### config.mk
export PLATFORM = sky130hd
export DESIGN_NAME = branch_ctrl
export DESIGN_NICKNAME = d
export VERILOG_FILES = /design/src/rtl/branch_ctrl.sv
export SDC_FILE = /design/constraint.sdc
export NUM_CORES = 1
export LEC_CHECK = 0
export CORE_AREA = 2 2 118 120
export DETAILED_ROUTE_END_ITERATION = 16
export DIE_AREA = 0 0 120 122
export PLACE_DENSITY = 0.81
export REMOVE_ABC_BUFFERS = 1
export SYNTH_ARGS = -nofsm -noshare
export SYNTH_HDL_FRONTEND = slang
export SYNTH_SLANG_ARGS = --single-unit
### constraint.sdc
create_clock -name clk -period 7.2 [get_ports clk]
set_clock_uncertainty 0.2 [all_clocks]
set_input_delay 2.16 -clock clk [delete_from_list [all_inputs] [get_ports clk]]
set_output_delay 2.16 -clock clk [all_outputs]
set_load 0.01 [all_outputs]
### src/rtl/branch_ctrl.sv
// rtl/branch_ctrl.sv - D-stage branch resolution, redirect, delay-slot tracking and branch counters
//
// Ports:
//   clk, reset                 clock and synchronous active-high reset
//   d_valid, d_br_op           D-stage instruction valid and branch kind (001 beq, 010 bne)
//   d_pc, d_imm16              D-stage PC and branch offset field
//   rs_val/rt_val              forwarded operand values
//   rs_ready/rt_ready          operand valid flags
//   stall_ext, flush           external stall and pipeline flush
//   cmp_srca/cmp_srcb/cmp_op   comparator drive
//   cmp_allow                  comparator result
//   npc_sel, npc_target        fetch redirect and branch target
//   stall_d                    branch operand hazard stall
//   ds_flag                    D-stage instruction sits in a delay slot
//   br_total_cnt/br_taken_cnt  resolved / taken branch counters

module branch_ctrl (
    input  logic        clk,
    input  logic        reset,
    input  logic        d_valid,
    input  logic [2:0]  d_br_op,
    input  logic [31:0] d_pc,
    input  logic [15:0] d_imm16,
    input  logic [31:0] rs_val,
    input  logic [31:0] rt_val,
    input  logic        rs_ready,
    input  logic        rt_ready,
    input  logic        stall_ext,
    input  logic        flush,
    output logic [31:0] cmp_srca,
    output logic [31:0] cmp_srcb,
    output logic [2:0]  cmp_op,
    input  logic        cmp_allow,
    output logic        npc_sel,
    output logic [31:0] npc_target,
    output logic        stall_d,
    output logic        ds_flag,
    output logic [31:0] br_total_cnt,
    output logic [31:0] br_taken_cnt
);

    typedef enum logic [1:0] {
        ST_IDLE = 2'd0,
        ST_WAIT = 2'd1,
        ST_SLOT = 2'd2
    } state_t;

    state_t      state_q, state_d;
    logic        ds_flag_q, ds_flag_d;
    logic [31:0] total_q, total_d;
    logic [31:0] taken_q, taken_d;

    logic br_in_d;
    logic ops_ready;
    logic resolve;

    assign br_in_d   = d_valid && ((d_br_op == 3'b001) || (d_br_op == 3'b010));
    assign ops_ready = rs_ready && rt_ready;
    assign resolve   = br_in_d && ops_ready && !stall_ext && !flush;

    assign cmp_srca   = rs_val;
    assign cmp_srcb   = rt_val;
    assign cmp_op     = br_in_d ? d_br_op : 3'b000;
    // Word offset, sign-extended and scaled to bytes; the sum wraps at 2^32.
    assign npc_target = d_pc + 32'd4 + {{14{d_imm16[15]}}, d_imm16, 2'b00};
    assign stall_d    = br_in_d && !ops_ready && !flush;
    assign npc_sel    = resolve && cmp_allow;

    always_comb begin
        state_d = state_q;
        total_d = total_q;
        taken_d = taken_q;

        if (resolve) begin
            total_d = total_q + 32'd1;
            if (cmp_allow) begin
                taken_d = taken_q + 32'd1;
            end
        end

        if (flush) begin
            state_d = ST_IDLE;
        end else begin
            case (state_q)
                ST_IDLE: begin
                    if (resolve)      state_d = ST_SLOT;
                    else if (stall_d) state_d = ST_WAIT;
                end
                ST_WAIT: begin
                    if (resolve)                     state_d = ST_SLOT;
                    else if (stall_d || stall_ext)   state_d = ST_WAIT;
                    else                             state_d = ST_IDLE;
                end
                ST_SLOT: begin
                    // A branch sitting in the slot opens a fresh slot of its own.
                    if (resolve)                                  state_d = ST_SLOT;
                    else if (d_valid && !stall_d && !stall_ext)   state_d = ST_IDLE;
                end
                default: state_d = ST_IDLE;
            endcase
        end

        ds_flag_d = (state_d == ST_SLOT);
    end

    always_ff @(posedge clk) begin
        if (reset) begin
            state_q   <= ST_IDLE;
            ds_flag_q <= 1'b0;
            total_q   <= 32'd0;
            taken_q   <= 32'd0;
        end else begin
            state_q   <= state_d;
            ds_flag_q <= ds_flag_d;
            total_q   <= total_d;
            taken_q   <= taken_d;
        end
    end

    assign ds_flag      = ds_flag_q;
    assign br_total_cnt = total_q;
    assign br_taken_cnt = taken_q;

endmodule

==> results of run 1 <==
## final timing paths
kind | endpoint | depth (start not counted) | from | slack (ps)
worst max-delay path | npc_target[29] | 16 | d_pc[2] | 70
worst max register to register | br_total_cnt[31] | 8 | br_total_cnt[3] | 4670
worst min register to register | state_q[0] | 1 | state_q[1] | 270
worst min-delay path | state_q[0] | 1 | state_q[1] | 270
## worst max-delay path: stages
cell                              delay, ps
sky130_fd_sc_hd__clkdlybuf4s50_1        450
sky130_fd_sc_hd__inv_1                   40
sky130_fd_sc_hd__ha_2                   160
sky130_fd_sc_hd__inv_2                   60
sky130_fd_sc_hd__ha_4                   120
sky130_fd_sc_hd__inv_2                   30
sky130_fd_sc_hd__fa_2                   330
sky130_fd_sc_hd__nand2b_4               160
sky130_fd_sc_hd__a21oi_4                160
sky130_fd_sc_hd__o21ai_2                100
sky130_fd_sc_hd__buf_4                  140
sky130_fd_sc_hd__nand2_1                100
sky130_fd_sc_hd__a31oi_1                120
sky130_fd_sc_hd__a31oi_1                250
sky130_fd_sc_hd__xor2_1                 200
sky130_fd_sc_hd__clkbuf_2               160
## registers in the layout, summed over array words and instances, names as in the netlist
signal and cells:
br_taken_cnt 32, ds_flag 1, br_total_cnt 32, state_q 2
## cell families after synthesis
logic type | count (synthesis)
and+or+nand+nor | 226
other | 1
DFF | 67
buffers and inverters | 100
adders and majority gates | 60
AOI/OAI and AO/OA | 109
muxes | 2
xor gates and xnor gates | 77
## through the flow
stage | worst slack (ps) | instance area (um^2) | hold slack, ps
floorplan | 441 | 4650 | 232
finish | 74.8 | 7630 | 269
global placement | -636 | 6930 | 260
global route | -37.7 | 7630 | 296
CTS | 6.55 | 7450 | 271
detailed placement | -702 | 6930 | 255
## power groups by stage
| stage | registers, mW | logic, mW | clock network [mW] |
|---|---|---|---|
| CTS | 0.371 | 0.414 | 0.437 |
| detailed placement | 0.379 | 0.409 | 0 |
| global route | 0.371 | 0.470 | 0.454 |
| floorplan | 0.379 | 0.185 | 0 |
| global placement | 0.379 | 0.403 | 0 |
| finish | 0.371 | 0.437 | 0.429 |
## final cells by class
type                    count  area share, %
multi-input cells         475           46.9
repair buffers            235           27.7
flip-flops and latches     67           17.6
clock buffers              10           3.00
well taps                 180           2.95
inverters                  20          0.983
clock inverters             6          0.836
## per-layer routing
layer	track usage (%)	vias up	routed length, um
met3	28.2	32	4570
li1	-	2482	-
met2	45.1	342	9390
met1	22.8	2287	6330
met4	7.79	2	706
met5	5.56	-	73
## what timing repair did
action | in CTS | in global routing
hold buffers | 0 | 0
setup buffers | 10 | 4
pin swaps | 27 | 36
setup endpoints to repair | 22 | 18
resized for setup | 81 | 50
## cells in the final DEF (no fill, tap or decap), drive strengths merged, types with 16 or more instances in the layout
master / n
a21oi: 42
buf: 86
clkbuf: 16
clkdlybuf4s50: 117
dfxtp: 67
ha: 59
inv: 21
nand2: 52
nand3: 24
nor2: 79
o21ai: 30
xnor2: 33
xor2: 44
==> reports/qor.log, run 1 <==
qor: routing.wl_per_cell 21.2 um
qor: place.dp_hpwl 17.0 mm
qor: routing.finalWirelength 21.1 mm
qor: sta.timing.final.crit_share 99.0%
qor: sta.timing_hold_violations_final 0
qor: synth.netlist_area 5200 um^2
qor: critical_path.critPathMaxFanout 3
qor: power_and_ir_drop.sw_share 29.3%
qor: routing.vias_per_cell 5.18
qor: sta.fmax 0.140 GHz
qor: synth.synth_mux_area_share 0.385%
qor: synth.synth_top_flop_cell sky130_fd_sc_hd__dfxtp_1
qor: routing.detail-route-antenna-nets 0
qor: clocking.max-clock-path-buffers 2
qor: die.placementRows 43
qor: die.dieArea 14600 um^2
qor: sta.count_of_endpoints_failing_setup_in_the_final_report 0
qor: grt.antenna_found_initial 0
qor: power_and_ir_drop.fin_total_pwr 1.24 mW
qor: synth.yosysWarningCount 0
qor: synth.ys_ff_latch 67
qor: power_and_ir_drop.seq_power_share 30.0%
qor: finish.multi_input_area 3580 um^2
qor: finish.final_core_util 56.5%
qor: clocking.tritoncts.num_buffers 9
qor: critical_path.setup.worst_path.end_class output pin
qor: grt.largest_net_degree_at_the_start_of_global_routing 68
qor: grt.grt-ovfl-total 0
qor: synth.seq_area_frac_synth 25.8%
qor: routing.firstDrtPassIters 4
qor: synth.synth_top_cells_by_count sky130_fd_sc_hd__nor2_1, sky130_fd_sc_hd__buf_4, sky130_fd_sc_hd__dfxtp_1, sky130_fd_sc_hd__ha_1, sky130_fd_sc_hd__nand2_1
qor: critical_path.critPathLaunchType primary input
qor: synth.most_area_consuming_cells_after_synthesis sky130_fd_sc_hd__dfxtp_1, sky130_fd_sc_hd__ha_1, sky130_fd_sc_hd__buf_4
qor: synth.synth_largest_type_area_fraction 25.8%
qor: min_path.timing.hold.worst.class flip-flop to flip-flop
qor: place.gp_routability_congestion 0.993
qor: finish.sequential_cell_area 1340 um^2
qor: sta.slew_of_the_pin_with_the_lowest_slew_margin 681 ps
qor: synth.synth-compound-area-share 12.5%
qor: finish.final_layout_size_suffix_gt1_share 19.9%
qor: power_and_ir_drop.power.combinational.fraction 35.3%
qor: routing.first_iter_violations 281
qor: sta.final_max_slew_viol_count 0
qor: die.initial_util 38.5%
qor: place.placed_cells 965
qor: finish.final_cells 993
qor: sta.fin_crit 7130 ps
qor: power_and_ir_drop.power_density 162 nW/um^2
qor: critical_path.crit_type primary input to output pin
qor: clocking.clk_latency 320 ps
qor: grt.overall_track_demand_over_capacity_in_global_routing 27.6%
qor: power_and_ir_drop.power_leakage 3.20 nW
qor: die.fp.dieW 120 um
qor: finish.final_nets 991
qor: finish.flow.area_growth_from_synthesis 46.8%
qor: synth.post-synth-top-count-cell sky130_fd_sc_hd__nor2_1
qor: critical_path.cp_data_arrival_time 4770 ps
qor: synth.synthesis.instances 642
qor: clocking.cts_tree done
qor: synth.cell_taking_the_most_area_after_synthesis sky130_fd_sc_hd__dfxtp_1
qor: critical_path.critical_path_required 4840 ps
qor: finish.n_antenna_cell 0
qor: synth.yosys.area_share.adder 14.6%
qor: die.floorplan.core_area 13500 um^2
qor: power_and_ir_drop.power.share.clock 34.7%
qor: synth.synthesized_area_fraction_occupied_by_and_or_nand_nor_cells 21.6%
qor: clocking.worst_setup_hold_path_clk_slew 50 ps
qor: power_and_ir_drop.maximum_ir_drop_on_the_vdd_rail 0.146 mV
qor: die.chipHeight 122 um
qor: routing.vias 5145
qor: run.drv.max_cap_violation_count 0
qor: run_status.run_status finished clean
qor: synth.synth-edff-count 0
qor: power_and_ir_drop.cellInternalPower 875 uW
qor: place.placement.io_buffers 155
qor: grt.grt_first_pass_wirelength 29.9 mm
qor: clocking.cts-htree-levels 3
qor: synth.synthXorXnorAreaFrac 13.0%
qor: grt.number_of_global_route_vias_before_repair 4890
qor: power_and_ir_drop.power.switching 362 uW
qor: clocking.numClockSinks 67
qor: routing.drt_drc_violations_left 0
qor: clocking.cts-root-buf sky130_fd_sc_hd__clkbuf_16
qor: synth.synth_top_family_by_area simple AND/OR/NAND/NOR gates
qor: synth.yosysUniqueCellTypes 51
qor: finish.n_fill_cell 1137
qor: sta.fin_tns_setup 0 ps
qor: synth.asyncSetResetFlopFracSynth 0%
qor: synth.syn_avg_cell_area 8.10 um^2
qor: die.floorplan.io_pins 289
qor: sta.maxSlewHeadroom 54.6%
(Power assumes the default switching activity.)
==> inputs of run 2 (changes only) <==
ABC_AREA = 1   (was default)
CORE_AREA = 2 2 131 133   (was 2 2 118 120)
DIE_AREA = 0 0 133 135   (was 0 0 120 122)
HOLD_SLACK_MARGIN = 0.06   (was default)
PLACE_DENSITY = 0.82   (was 0.81)
SLEW_MARGIN = 40   (was default)
==> run 2 against run 1 <==
First-iteration DRC count grew 90%. Global-route usage grew 0.58 points. Critical path type unchanged. Wire length grew 23%. Sequential share of layout area shrank 3.2 points. Sequential cell count is the same. Clock power grew 8.6%. Setup slack gained 11 ps. Synthesized cell count grew 94%.
==> reports/qor.log, run 2 <==
qor: sta.maxSlewHeadroom 59.2% [+4.5 points]
qor: grt.number_of_global_route_vias_before_repair 7429 [+52%]
qor: power_and_ir_drop.maximum_ir_drop_on_the_vdd_rail 0.120 mV [-18%]
qor: critical_path.critical_path_required 4840 ps [about the same]
qor: finish.mostFrequentLayoutCell sky130_fd_sc_hd__nand2_1
qor: finish.commonest_cells_after_routing_fill_and_taps_aside sky130_fd_sc_hd__nand2_1, sky130_fd_sc_hd__inv_1, sky130_fd_sc_hd__clkdlybuf4s50_1
qor: routing.finalWirelength 26.0 mm [+23%]
qor: grt.antenna_found_initial 0 [unchanged]
qor: min_path.timing.hold.worst.class flip-flop to flip-flop
qor: critical_path.crit_chain clkdlybuf4s50_1, ha_1, ha_1, nand2_1, inv_1, a21oi_1, buf_4, nand2_1, nand2_1, nand4_1, nand2_1, clkdlybuf4s50_1
qor: critical_path.critPathMaxStageDelay 540 ps [+90 ps]
qor: routing.first_iter_violations 534 [+90%]
qor: synth.syn_avg_cell_area 5.89 um^2 [-27%]
qor: synth.synth_top_flop_cell sky130_fd_sc_hd__dfxtp_1
qor: die.floorplan.io_pins 289 [unchanged]
qor: synth.synthesis.instances 1246 [+94%]
qor: run_status.run_status finished clean
qor: die.chipHeight 135 um [+11%]
qor: finish.n_antenna_cell 0 [unchanged]
qor: sta.fin_tns_setup 0 ps [unchanged]
qor: synth.ys_ff_latch 67 [unchanged]
qor: place.placement.io_buffers 155 [unchanged]
qor: critical_path.most_repeated_library_cell_on_the_critical_path sky130_fd_sc_hd__nand2_1
qor: synth.yosysUniqueCellTypes 33 [-35%]
qor: critical_path.setup.worst_path.end_class output pin
qor: clocking.cts-htree-levels 3 [unchanged]
qor: finish.final_core_util 56.9% [+0.38 points]
qor: grt.grt-ovfl-total 0 [unchanged]
qor: routing.vias_per_cell 5.07 [-2.1%]
qor: power_and_ir_drop.power_density 139 nW/um^2 [-14%]
qor: clocking.numClockSinks 67 [unchanged]
qor: die.initial_util 44.7% [+6.2 points]
qor: sta.count_of_endpoints_failing_setup_in_the_final_report 0 [unchanged]
qor: critical_path.cp_slowest_cell sky130_fd_sc_hd__clkdlybuf4s50_1
qor: routing.met3_wirelength 4.20 mm [-8.0%]
qor: grt.overall_track_demand_over_capacity_in_global_routing 28.2% [+0.58 points]
qor: clocking.cts-root-buf sky130_fd_sc_hd__clkbuf_16
qor: clocking.max-clock-path-buffers 2 [unchanged]
qor: sta.fmax 0.141 GHz [+0.15%]
qor: clocking.worst_setup_hold_path_clk_slew 50 ps [about the same]
qor: finish.n_fill_cell 1550 [+36%]
qor: synth.cell_taking_the_most_area_after_synthesis sky130_fd_sc_hd__nand2_1
qor: sta.timing_hold_violations_final 0 [unchanged]
qor: grt.largest_net_degree_at_the_start_of_global_routing 49 [-28%]
qor: synth.synth_largest_type_area_fraction 23.9% [-1.9 points]
qor: die.fp.dieW 133 um [+11%]
qor: routing.route.met2.wl 11.2 mm [+19%]
qor: critical_path.critical_path_buf_inv_count 4 [-2]
qor: routing.detail-route-antenna-nets 0 [unchanged]
qor: critical_path.critical-path-top-delay-family buffers and inverters
qor: synth.yosysWarningCount 0 [unchanged]
qor: routing.drt_drc_violations_left 0 [unchanged]
qor: die.floorplan.core_area 16400 um^2 [+21%]
qor: die.dieArea 18000 um^2 [+23%]
qor: finish.flow.area_growth_from_synthesis 27.2%
qor: run.drv.max_cap_violation_count 0 [unchanged]
qor: clocking.clk_latency 340 ps [+20 ps]
qor: routing.wl_per_cell 16.4 um [-23%]
qor: synth.synth_top_cells_by_count sky130_fd_sc_hd__nand2_1, sky130_fd_sc_hd__inv_1, sky130_fd_sc_hd__nor2_1, sky130_fd_sc_hd__a21oi_1, sky130_fd_sc_hd__nand3_1
qor: synth.post-synth-top-count-cell sky130_fd_sc_hd__nand2_1
qor: clocking.tritoncts.num_buffers 9 [unchanged]
qor: die.placementRows 47 [+9.3%]
qor: critical_path.r2r_slack 5330 ps [+660 ps]
qor: sta.timing.final.crit_share 98.8% [-0.15 points]
qor: sta.fin_crit 7110 ps [-11.0 ps]
qor: routing.routed_metal_1_wire_length 9.76 mm [+54%]
qor: sta.slew_of_the_pin_with_the_lowest_slew_margin 609 ps [-71.9 ps]
qor: routing.vias 8052 [+57%]
qor: grt.grt_first_pass_wirelength 39.6 mm [+32%]
qor: finish.final_nets 1545 [+56%]
qor: routing.firstDrtPassIters 5 [+1]
qor: synth.netlist_area 7340 um^2 [+41%]
qor: critical_path.critPathMaxFanout 4 [+1]
qor: critical_path.critPathLaunchType primary input
qor: critical_path.crit_type primary input to output pin
qor: synth.most_area_consuming_cells_after_synthesis sky130_fd_sc_hd__nand2_1, sky130_fd_sc_hd__dfxtp_1, sky130_fd_sc_hd__ha_1
qor: place.gp_routability_congestion 0.946 [-4.8%]
qor: sta.grt_setup_unrepaired true
qor: synth.seq_area_frac_synth 18.3% [-7.5 points]
qor: finish.final_layout_size_suffix_gt1_share 10.2% [-9.8 points]
qor: routing.topRoutingLayerUsed met5
qor: clocking.cts_tree done
qor: critical_path.cp_data_arrival_time 4750 ps [-20 ps]
qor: sta.final_max_slew_viol_count 0 [unchanged]
qor: synth.synth-edff-count 0 [unchanged]
qor: synth.asyncSetResetFlopFracSynth 0% [unchanged]
qor: place.dp_hpwl 20.8 mm [+23%]
qor: power_and_ir_drop.power_leakage 4.10 nW [+28%]
[run 2: cell count changes in the layout (fill, tap and decap cells not counted), sizes merged, moves of 13 or more]
| cell | delta |
|---|---|
| nand2 | +429 |
| xnor2 | -29 |
| nor2 | +82 |
| o21ai | -18 |
| xor2 | -15 |
| clkdlybuf4s50 | +29 |
| a21oi | +34 |
| buf | -53 |
| inv | +135 |
| or3 | -13 |
| nand3 | +49 |
[run 2: worst paths after layout]
path / start / to / cells past startpoint
worst max register to register: br_total_cnt[1] / br_total_cnt[16] / 8
worst min-delay path: br_total_cnt[5] / br_total_cnt[5] / 2
worst min register to register: br_total_cnt[5] / br_total_cnt[5] / 2
worst max-delay path: d_pc[12] / npc_target[22] / 12
[run 2: report_power, final]
group	total (mW)	internal, mW	switching [mW]
sequential	0.371	0.371	0.000260
combinational	0.457	0.220	0.237
clock	0.466	0.297	0.169
[run 2: stage by stage]
step | hold slack [ps] | area [um^2] | total power, mW | worst slack (ps) | std cells
CTS | 295 | 9160 | 1.28 | 8.61 | 1586
floorplan | 273 | 6710 | 0.600 | 997 | 1162
global route | 318 | 9340 | 1.35 | -59.8 | 1587
finish | 301 | 9340 | 1.29 | 85.8 | 1587
global placement | 279 | 8800 | 0.808 | -33.0 | 1570
detailed placement | 285 | 8800 | 0.812 | -57.5 | 1570
[run 2: timing repair]
item                                   4_1_cts  5_1_grt
pin swaps                                    0        0
hold buffers                                 0        0
buffers inserted                             0        0
gates resized for setup                     10       32
cloned                                       0        1
setup endpoints to repair                   10       18
endpoints found under the hold margin        0        0
[run 2: cell type report]
class / count / area [um^2] / share of cell area (%)
repair buffers: 189 / 1850 / 19.8
inverters: 157 / 589 / 6.31
well taps: 220 / 275 / 2.95
clock inverters: 3 / 45.0 / 0.482
flip-flops and latches: 67 / 1340 / 14.4
multi-input cells: 938 / 4970 / 53.2
clock buffers: 13 / 270 / 2.89
[run 2: per-layer routing]
layer	GRT usage (%)	vias up
met3	19.1	48
met5	12.5	-
met4	7.47	8
met1	29.7	3566
li1	-	4049
met2	45.0	381
[run 2: cell families (layout without fill, tap and decap cells)]
logic type / Yosys count / after routing / share of synthesized area, %
other: 1 / 1 / 0.0511
AO/OA/AOI/OAI: 98 / 98 / 7.11
buffers and inverters: 241 / 362 / 16.6
adder cells (fa/ha/maj): 60 / 60 / 10.3
AND/OR/NAND/NOR: 746 / 746 / 43.7
XOR/XNOR: 33 / 33 / 3.94
flip-flops: 67 / 67 / 18.3
[run 2: worst min-delay path, delay by kind of cell (launching register included)]
family                 cells  cell delay [ps]
DFF                        1              340
buffers and inverters      1               60
AOI/OAI and AO/OA          1               50
==> inputs of run 3 (changes only) <==
CORE_AREA = 2 2 168 104   (was 2 2 131 133)
DIE_AREA = 0 0 170 106   (was 0 0 133 135)
SLEW_MARGIN = 10   (was 40)
==> run 3 against run 2 <==
Total power shrank 0.21%. Register-to-register slack lost 30 ps. Sequential cell count is the same. Die area grew 0.36%. Cell area is essentially flat. Maximum frequency is essentially flat. Count of clock-buffer cells in the layout shrank 2.
==> reports/qor.log, run 3 (synthesized netlist as in run 2, its figures left out) <==
qor: die.placementRows 37 [-21%]
qor: place.preCtsSetupSlack -47.2 ps [+10.3 ps]
qor: sta.maxSlewHeadroom 59.1% [-0.063 points]
qor: critical_path.critPathMaxFanout 4 [unchanged]
qor: place.gp_routability_congestion 0.955 [+0.97%]
qor: run_status.run_status finished clean
qor: sta.slew_of_the_pin_with_the_lowest_slew_margin 610 ps [+0.941 ps]
qor: sta.timing_hold_violations_final 0 [unchanged]
qor: critical_path.timing.critical_path.from d_pc[9]
qor: critical_path.setup.worst_path.end_class output pin
qor: sta.timing.final.crit_share 98.9% [about the same]
qor: place.dp_hpwl 21.6 mm [+3.6%]
qor: sta.final_critical_path_setup_slack 80.5 ps [-5.35 ps]
qor: grt.largest_net_degree_at_the_start_of_global_routing 49 [unchanged]
qor: critical_path.cp_data_arrival_time 4760 ps [about the same]
qor: min_path.timing.hold.worst.class flip-flop to flip-flop
qor: routing.wl_per_cell 17.4 um [+6.5%]
qor: critical_path.timing.rr.start br_taken_cnt[0]
qor: finish.n_antenna_cell 0 [unchanged]
qor: routing.first_iter_violations 813 [+52%]
qor: clocking.tritoncts.num_buffers 9 [unchanged]
qor: power_and_ir_drop.fin_total_pwr 1.29 mW [-0.21%]
qor: die.floorplan.io_pins 289 [unchanged]
qor: sta.timing.hold.ws 292 ps [-9.39 ps]
qor: routing.drt_drc_violations_left 0 [unchanged]
qor: die.chipHeight 106 um [-21%]
qor: clocking.clk_latency 340 ps [about the same]
qor: min_path.worst_hold_path.endpoint br_taken_cnt[31]
qor: die.fp.dieW 170 um [+28%]
qor: sta.final_max_slew_viol_count 0 [unchanged]
qor: run.drv.max_cap_violation_count 0 [unchanged]
qor: routing.vias 8216 [+2.0%]
qor: grt.overall_track_demand_over_capacity_in_global_routing 30.1% [+1.9 points]
qor: die.floorplan.core_area 16700 um^2 [+1.6%]
qor: min_path.hold-path-cell-count 2 [unchanged]
qor: power_and_ir_drop.power_leakage 4.15 nW [+1.3%]
qor: power_and_ir_drop.power_density 138 nW/um^2 [-0.13%]
qor: routing.finalWirelength 27.5 mm [+6.0%]
qor: power_and_ir_drop.maximum_ir_drop_on_the_vdd_rail 0.107 mV [-11%]
qor: sta.fmax 0.140 GHz [about the same]
qor: finish.final_layout_size_suffix_gt1_share 10.4% [+0.23 points]
qor: die.initial_util 44.0% [-0.70 points]
qor: critical_path.r2r_slack 5300 ps [-30 ps]
qor: critical_path.timing.reg2reg.worst_path_depth 8 [unchanged]
qor: finish.commonest_cells_after_routing_fill_and_taps_aside sky130_fd_sc_hd__nand2_1, sky130_fd_sc_hd__inv_1, sky130_fd_sc_hd__clkdlybuf4s50_1
qor: sta.fin_tns_setup 0 ps [unchanged]
qor: sta.count_of_endpoints_failing_setup_in_the_final_report 0 [unchanged]
qor: critical_path.critical_path_required 4840 ps [about the same]
qor: grt.grt-ovfl-total 0 [unchanged]
qor: place.placement.io_buffers 155 [unchanged]
qor: grt.grt_first_pass_wirelength 41.0 mm [+3.6%]
qor: routing.vias_per_cell 5.20 [+2.5%]
qor: finish.mostFrequentLayoutCell sky130_fd_sc_hd__nand2_1
qor: finish.flow.area_growth_from_synthesis 27.1% [about the same]
qor: clocking.cts-root-buf sky130_fd_sc_hd__clkbuf_16
qor: clocking.cts-htree-levels 3 [unchanged]
qor: finish.n_fill_cell 1600 [+3.2%]
qor: critical_path.critPathLaunchType primary input
qor: critical_path.crit_type primary input to output pin
qor: grt.antenna_found_initial 0 [unchanged]
qor: routing.detail-route-antenna-nets 0 [unchanged]
qor: grt.number_of_global_route_vias_before_repair 7057 [-5.0%]
qor: sta.fin_crit 7120 ps [+5.35 ps]
qor: finish.final_core_util 56.0% [-0.93 points]
qor: finish.final_nets 1544 [-0.065%]
qor: min_path.worstHoldStart br_taken_cnt[31]
qor: clocking.cts_tree done
qor: critical_path.timing.rr.end br_taken_cnt[16]
qor: clocking.numClockSinks 67 [unchanged]
qor: clocking.max-clock-path-buffers 2 [unchanged]
qor: clocking.worst_setup_hold_path_clk_slew 50 ps [about the same]
qor: routing.firstDrtPassIters 6 [+1]
qor: die.dieArea 18000 um^2 [+0.36%]
-- run 3: report_power, final --
group	internal, mW	switching, mW
Sequential	0.371	0.000300
Clock	0.280	0.173
Combinational	0.221	0.246
Total	0.872	0.420
-- run 3: layout make-up --
type / instances / area (um^2) / share of cell area, %
inverter: 157 / 589 / 6.32
timing repair buffer: 188 / 1830 / 19.7
clock buffer: 11 / 243 / 2.60
multi-input combinational: 938 / 4990 / 53.5
sequential: 67 / 1340 / 14.4
clock inverter: 5 / 61.3 / 0.657
tap: 214 / 268 / 2.87
-- run 3: worst max-delay path, stage by stage --
cell and delay (ps):
sky130_fd_sc_hd__clkdlybuf4s50_1 410, sky130_fd_sc_hd__ha_1 290, sky130_fd_sc_hd__ha_1 360, sky130_fd_sc_hd__nand2_1 160, sky130_fd_sc_hd__nor2_1 210, sky130_fd_sc_hd__nand3_1 110, sky130_fd_sc_hd__nand3_1 180, sky130_fd_sc_hd__nand2_1 100
sky130_fd_sc_hd__nand2_1 70, sky130_fd_sc_hd__nand2_1 40, sky130_fd_sc_hd__nand2_1 110, sky130_fd_sc_hd__clkdlybuf4s50_1 550
-- run 3: worst max-delay path by stage --
stage / end / slack (ps) / cells past startpoint
2_1_floorplan: npc_target[19] / 1000 / 12
3_3_place_gp: npc_target[31] / 0.8 / 17
3_5_place_dp: npc_target[31] / -50 / 17
4_1_cts: npc_target[22] / 2 / 14
5_1_grt: npc_target[18] / -1 / 12
6_report: npc_target[18] / 80 / 12
-- run 3: through the flow --
stage / area [um^2] / instances
finish: 9330 / 1580
global route: 9330 / 1580
CTS: 9140 / 1579
detailed placement: 8780 / 1563
global placement: 8780 / 1563
floorplan: 6710 / 1162
-- run 3: metal layers --
layer	vias up	wire length, um	GRT usage, %
met5	-	222	11.6
met4	6	222	4.70
met3	21	5150	21.2
met2	493	9540	35.7
met1	3641	12400	42.1
li1	4055	-	-
-- run 3: repair_timing --
action	4_1_cts	5_1_grt
hold buffers	0	0
endpoints found under the setup margin	11	19
pin swaps	0	3
setup buffers	0	1
resized for setup	8	40
